==> src/rtl/ccu_snoop_arbiter.sv <==
// ccu_snoop_arbiter
// Shares the single CCU snoop master port (AC/CR/CD) between the read-snoop
// controller (req0) and the write-snoop controller (req1). The AC request is
// arbitrated round-robin, and the grant is held for the whole snoop transaction:
// AC, then CR, then an optional CD burst. CR and CD go back only to the owner.
//
// Handshake rule for every channel: a beat transfers on a rising clk_i edge
// where valid and ready are both 1. Valid does not wait for ready. This block
// only routes valid and ready between the owner and the snoop port. It never
// holds a beat in a buffer.
//
// Optional feature: define SNOOP_ARB_TIMEOUT_EN to add a watchdog on RESP/DATA.
// A timeout sets err_o and forces the FSM back to IDLE.
module ccu_snoop_arbiter #(
  parameter int AddrWidth     = 32,
  parameter int DataWidth     = 64,
  parameter int CdBeats       = 4,
  parameter int TimeoutCycles = 1024
) (
  input  logic                 clk_i,
  input  logic                 rst_i,
  // requester 0 (read-snoop ctrl)
  input  logic                 req0_ac_valid_i,
  output logic                 req0_ac_ready_o,
  input  logic [AddrWidth-1:0] req0_ac_addr_i,
  input  logic [3:0]           req0_ac_snoop_i,
  output logic                 req0_cr_valid_o,
  input  logic                 req0_cr_ready_i,
  output logic [4:0]           req0_cr_resp_o,
  output logic                 req0_cd_valid_o,
  input  logic                 req0_cd_ready_i,
  output logic [DataWidth-1:0] req0_cd_data_o,
  output logic                 req0_cd_last_o,
  // requester 1 (write-snoop ctrl)
  input  logic                 req1_ac_valid_i,
  output logic                 req1_ac_ready_o,
  input  logic [AddrWidth-1:0] req1_ac_addr_i,
  input  logic [3:0]           req1_ac_snoop_i,
  output logic                 req1_cr_valid_o,
  input  logic                 req1_cr_ready_i,
  output logic [4:0]           req1_cr_resp_o,
  output logic                 req1_cd_valid_o,
  input  logic                 req1_cd_ready_i,
  output logic [DataWidth-1:0] req1_cd_data_o,
  output logic                 req1_cd_last_o,
  // snoop master port
  output logic                 ac_valid_o,
  input  logic                 ac_ready_i,
  output logic [AddrWidth-1:0] ac_addr_o,
  output logic [3:0]           ac_snoop_o,
  input  logic                 cr_valid_i,
  output logic                 cr_ready_o,
  input  logic [4:0]           cr_resp_i,
  input  logic                 cd_valid_i,
  output logic                 cd_ready_o,
  input  logic [DataWidth-1:0] cd_data_i,
  input  logic                 cd_last_i,
  // status
  output logic                 grant_o,
  output logic                 busy_o,
  output logic                 err_o,
  output logic [1:0]           state_o
);

  localparam int BeatW = $clog2(CdBeats) + 1;

  typedef enum logic [1:0] {
    S_IDLE = 2'd0,
    S_AC   = 2'd1,
    S_RESP = 2'd2,
    S_DATA = 2'd3
  } state_t;

  // Stop elaboration if the parameters cannot describe a real snoop port.
  if (CdBeats < 1 || TimeoutCycles < 1) begin : g_bad_param
    $error("ccu_snoop_arbiter: CdBeats and TimeoutCycles must be >= 1");
  end

  state_t           r_state;
  logic             r_grant;
  logic             r_rr_ptr;
  logic             r_err;
  logic [BeatW-1:0] r_beat_cnt;

  logic w_g_ac_valid;
  logic w_g_cr_ready;
  logic w_g_cd_ready;
  logic w_ac_hs;
  logic w_cr_hs;
  logic w_cd_hs;
  logic w_last_beat;
  logic w_timeout;

  assign w_g_ac_valid = r_grant ? req1_ac_valid_i : req0_ac_valid_i;
  assign w_g_cr_ready = r_grant ? req1_cr_ready_i : req0_cr_ready_i;
  assign w_g_cd_ready = r_grant ? req1_cd_ready_i : req0_cd_ready_i;
  assign w_ac_hs      = (r_state == S_AC)   && w_g_ac_valid && ac_ready_i;
  assign w_cr_hs      = (r_state == S_RESP) && cr_valid_i   && w_g_cr_ready;
  assign w_cd_hs      = (r_state == S_DATA) && cd_valid_i   && w_g_cd_ready;
  assign w_last_beat  = (r_beat_cnt == BeatW'(CdBeats - 1));

`ifdef SNOOP_ARB_TIMEOUT_EN
  logic [15:0] r_wd_cnt;

  // Watchdog: count the cycles spent in RESP/DATA. Restart on entry to either state.
  always_ff @(posedge clk_i or posedge rst_i) begin
    if (rst_i) begin
      r_wd_cnt <= 16'd0;
    end else if (w_ac_hs || w_cr_hs || w_timeout ||
                 !((r_state == S_RESP) || (r_state == S_DATA))) begin
      r_wd_cnt <= 16'd0;
    end else begin
      r_wd_cnt <= r_wd_cnt + 16'd1;
    end
  end

  assign w_timeout = ((r_state == S_RESP) || (r_state == S_DATA)) &&
                     (r_wd_cnt == 16'(TimeoutCycles - 1));
`else
  assign w_timeout = 1'b0;
`endif

  // Transaction FSM: grant selection, grant lock, beat counting and sticky error.
  always_ff @(posedge clk_i or posedge rst_i) begin
    if (rst_i) begin
      r_state    <= S_IDLE;
      r_grant    <= 1'b0;
      r_rr_ptr   <= 1'b0;
      r_beat_cnt <= '0;
      r_err      <= 1'b0;
    end else if (w_timeout) begin
      r_state    <= S_IDLE;
      r_err      <= 1'b1;
      r_rr_ptr   <= ~r_grant;
      r_beat_cnt <= '0;
    end else begin
      case (r_state)
        S_IDLE: begin
          if (req0_ac_valid_i || req1_ac_valid_i) begin
            // When both request, the round-robin pointer decides. Otherwise the single requester wins.
            r_grant <= (req0_ac_valid_i && req1_ac_valid_i) ? r_rr_ptr : req1_ac_valid_i;
            r_state <= S_AC;
          end
        end
        S_AC: begin
          if (w_ac_hs) r_state <= S_RESP;
        end
        S_RESP: begin
          if (w_cr_hs) begin
            if (cr_resp_i[0]) begin
              r_state    <= S_DATA;
              r_beat_cnt <= '0;
            end else begin
              r_state  <= S_IDLE;
              r_rr_ptr <= ~r_grant;
            end
          end
        end
        S_DATA: begin
          if (w_cd_hs) begin
            // The beat counter ends the burst. cd_last_i is only checked against it.
            if (cd_last_i != w_last_beat) r_err <= 1'b1;
            if (w_last_beat) begin
              r_state    <= S_IDLE;
              r_rr_ptr   <= ~r_grant;
              r_beat_cnt <= '0;
            end else begin
              r_beat_cnt <= r_beat_cnt + BeatW'(1);
            end
          end
        end
        default: r_state <= S_IDLE;
      endcase
    end
  end

  // Routing: only the current phase of the owner is connected. Everything else is 0.
  always_comb begin
    ac_valid_o      = 1'b0;
    ac_addr_o       = '0;
    ac_snoop_o      = 4'd0;
    cr_ready_o      = 1'b0;
    cd_ready_o      = 1'b0;
    req0_ac_ready_o = 1'b0;
    req1_ac_ready_o = 1'b0;
    req0_cr_valid_o = 1'b0;
    req1_cr_valid_o = 1'b0;
    req0_cr_resp_o  = 5'd0;
    req1_cr_resp_o  = 5'd0;
    req0_cd_valid_o = 1'b0;
    req1_cd_valid_o = 1'b0;
    req0_cd_data_o  = '0;
    req1_cd_data_o  = '0;
    req0_cd_last_o  = 1'b0;
    req1_cd_last_o  = 1'b0;
    case (r_state)
      S_AC: begin
        ac_valid_o = w_g_ac_valid;
        ac_addr_o  = r_grant ? req1_ac_addr_i  : req0_ac_addr_i;
        ac_snoop_o = r_grant ? req1_ac_snoop_i : req0_ac_snoop_i;
        if (r_grant) req1_ac_ready_o = ac_ready_i;
        else         req0_ac_ready_o = ac_ready_i;
      end
      S_RESP: begin
        cr_ready_o = w_g_cr_ready;
        if (r_grant) begin
          req1_cr_valid_o = cr_valid_i;
          req1_cr_resp_o  = cr_resp_i;
        end else begin
          req0_cr_valid_o = cr_valid_i;
          req0_cr_resp_o  = cr_resp_i;
        end
      end
      S_DATA: begin
        cd_ready_o = w_g_cd_ready;
        if (r_grant) begin
          req1_cd_valid_o = cd_valid_i;
          req1_cd_data_o  = cd_data_i;
          req1_cd_last_o  = cd_last_i;
        end else begin
          req0_cd_valid_o = cd_valid_i;
          req0_cd_data_o  = cd_data_i;
          req0_cd_last_o  = cd_last_i;
        end
      end
      default: ;
    endcase
  end

  assign grant_o = r_grant;
  assign busy_o  = (r_state != S_IDLE);
  assign err_o   = r_err;
  assign state_o = r_state;

endmodule

==> config.mk <==
export PLATFORM = sky130hd
export DESIGN_NAME = ccu_snoop_arbiter
export DESIGN_NICKNAME = d
export VERILOG_FILES = /design/src/rtl/ccu_snoop_arbiter.sv
export SDC_FILE = /design/constraint.sdc
export NUM_CORES = 1
export LEC_CHECK = 0
export CAP_MARGIN = 20
export CORE_AREA = 2 2 134 136
export CTS_BUF_LIST = sky130_fd_sc_hd__clkbuf_4 sky130_fd_sc_hd__clkbuf_8 sky130_fd_sc_hd__clkbuf_16
export DETAILED_ROUTE_END_ITERATION = 7
export DIE_AREA = 0 0 136 138
export PLACE_DENSITY_LB_ADDON = 0.25
export SLEW_MARGIN = 20
export SYNTH_ARGS = -nofsm -noshare
export SYNTH_HDL_FRONTEND = slang
export SYNTH_SLANG_ARGS = --single-unit
export TNS_END_PERCENT = 50
==> constraint.sdc <==
create_clock -name clk_i -period 1.65 [get_ports clk_i]
set_input_delay 0.33 -clock clk_i [delete_from_list [all_inputs] [get_ports clk_i]]
set_output_delay 0.33 -clock clk_i [all_outputs]
set_load 0.02 [all_outputs]
==> flow_metrics.tcl <==
set metrics [dict create \
    synthDistinctLibCells 29 \
    wl_met1_mm 4.94 \
    skew_ns 0.000855 \
    leakagePower_uw 0.00329 \
    pre_cts_ws_ns -0.391 \
    crit_type "register to primary output" \
    ios 343 \
    antenna_left 0 \
    area_growth_pct 225 \
    antenna_found_initial 0 \
    syn_avg_cell_area_sq_um 6.80 \
    die_height_microns 138 \
    antenna_cells 0 \
    rows 49 \
    rsz0062_at_grt "yes" \
    die-width_microns 136 \
    gp_congestion 0.834 \
    syn_area_sq_mm 0.00207 \
    cap_violations 0 \
    cts_buffers 3 \
    violations "setup timing" \
    clk_latency_ns 0.23 \
    timing.final.crit_share_pct 119 \
    setup_viol 190 \
    die-area_sq_mm 0.0188 \
    fin_hold_ws_ns 0.364 \
    slew_headroom_pct 78.3 \
    yosysWarnings 0 \
    layout_common_cells "clkdlybuf4s50_1, buf_6, buf_4" \
    drc 0 \
    regArea_sq_um 204 \
    dr.max_layer_used "met4" \
    cts_tree "done" \
    postCtsHoldBufs 0 \
    start_util_pct 11.8 \
    cts_htree_levels 1 \
    synth_seq_cells 8 \
    syn_nets 458 \
    worstPathMaxFanout 8 \
    worst_slew_pin_slew_ns 0.326 \
    wl_met3_mm 1.32 \
    ys_seq_area_share_pct 9.69 \
    start_kind "register" \
    fmax_ghz 0.511 \
    grt_max_degree 36 \
    firstDrtPassIters 4 \
    cp_data_arrival_time_ns 1.63 \
    vias 3611 \
    setup_slack_ns -0.309 \
    wl_mm 13.9 \
    track_usage_pct 12.7 \
    grt_pass1_wl_mm 19.1 \
    synthesis.instances 304 \
    cp.required_ns 1.32 \
    layout.cells.most_common "clkdlybuf4s50_1" \
    drive_gt1_share_pct 52.7 \
    port_buffers 342 \
    utilization_pct 38.3 \
    met2_length_mm 7.46 \
    cts-root-buf "clkbuf_16" \
    routedWlPerCell_microns 15.1 \
    clock-sinks 8 \
    clk_pin_slew_worst_paths_ns 0.04 \
    drt_iter0_markers 73 \
    core_sq_mm 0.0175 \
    vias_per_cell 3.92 \
    n_fill_cell 1778 \
    postPlaceCellArea_sq_mm 0.00603 \
    fin_area_sq_mm 0.00671 \
    max-clock-path-buffers 2 \
    cellPowerDensity_mw_per_mm2 1460 \
    hold_class "input port to async pin" \
    multi_input_area_sq_mm 0.00199 \
    dp_hpwl_mm 10.2 \
    ir_drop_mv 0.628 \
    hold_viol 0 \
    gr-total-overflow 0 \
    finalNetCount 847 \
    period_needed_ns 1.96 \
    finalMaxSlewViolations 0 \
    grt_pass1_vias 3545 \
    endpoint_kind "primary output" \
    status "complete, but fails checks" \
]
-- sequential cells by signal (all words and copies together) (netlist names) --
register / count
state_o: 2
r_beat_cnt: 3
grant_o: 1
r_rr_ptr: 1
err_o: 1
-- synthesized netlist by cell type --
library cell | n | area, sq um
ha_1 | 1 | 12.5
a31oi_1 | 2 | 12.5
xnor2_1 | 1 | 8.76
nor2b_1 | 3 | 18.8
a22o_1 | 2 | 17.5
inv_1 | 5 | 18.8
mux2i_1 | 37 | 370
and3_1 | 2 | 12.5
o21ai_0 | 1 | 5.00
nand2b_1 | 2 | 12.5
a21oi_1 | 3 | 15.0
a21boi_0 | 1 | 7.51
mux2_2 | 4 | 45.0
nor2_1 | 40 | 150
and3b_1 | 3 | 26.3
and2_1 | 145 | 907
o31ai_1 | 2 | 15.0
nand3b_1 | 1 | 7.51
clkbuf_2 | 5 | 25.0
clkbuf_1 | 13 | 48.8
o22ai_1 | 2 | 12.5
nand2_1 | 6 | 22.5
nor3b_1 | 2 | 15.0
buf_2 | 7 | 35.0
mux2_4 | 1 | 15.0
nand3_1 | 3 | 15.0
dfrtp_1 | 8 | 200
buf_4 | 1 | 7.51
nand4_1 | 1 | 6.26
-- worst paths after layout --
check,startpoint,to,slack (ns),cells past startpoint
max reg2reg,grant_o,r_beat_cnt[1],-0.08,6
max in group asynchronous,rst_i,grant_o,1.02,2
max,grant_o,req1_cd_data_o[59],-0.31,6
min in group clk_i,err_o,err_o,0.47,2
min reg2reg,err_o,err_o,0.47,2
min,rst_i,err_o,0.36,2
-- worst max-delay path, stage by stage (launching register included) --
cell and delay (ns):
dfrtp_2 0.47, and3_4 0.24, buf_12 0.14, clkbuf_16 0.15, buf_12 0.12, and2_4 0.15
buf_6 0.12
-- what timing repair did --
action                                  in CTS  in global routing
resized for setup                          563                527
setup buffers                                5                 21
endpoints found under the hold margin        0                  0
gates cloned                                 4                  6
endpoints found under the setup margin     191                195
pin swaps                                    0                 32
-- per-layer routing --
layer / global-route usage (%) / up-vias
met5: 0 / -
met1: 13.6 / 1632
met4: 2.47 / 0
met3: 3.08 / 10
met2: 24.7 / 216
li1: - / 1753
-- report_power, final --
group	internal, uW	switching (uW)
Sequential	283	123
Clock	339	97.9
Combinational	4830	4110
Total	5450	4330
-- layout make-up --
class	count	area share, %
inverter	5	0.280
clock buffer	4	1.23
multi-input combinational	265	29.7
tap	229	4.27
timing repair buffer	410	61.5
sequential	8	3.04
-- kinds of logic after synthesis --
group | synth area share, %
AND/OR/NAND/NOR | 57.8
multiplexers | 20.8
buffers and inverters | 6.54
AO/OA/AOI/OAI | 4.12
flip-flops | 9.69
XOR/XNOR | 0.424
adder cells (fa/ha/maj) | 0.606
-- per-stage QoR --
stage | TNS [ns] | power [uW] | cells
after floorplan | -1.27 | 4080 | 304
after global placement | -58.41 | 7660 | 884
after detailed placement | -61.81 | 7690 | 884
after CTS | -43.53 | 8180 | 897
after global routing | -41.21 | 10400 | 921
final | -29.07 | 9780 | 921
No activity file was read; power rests on OpenSTA's default activity.
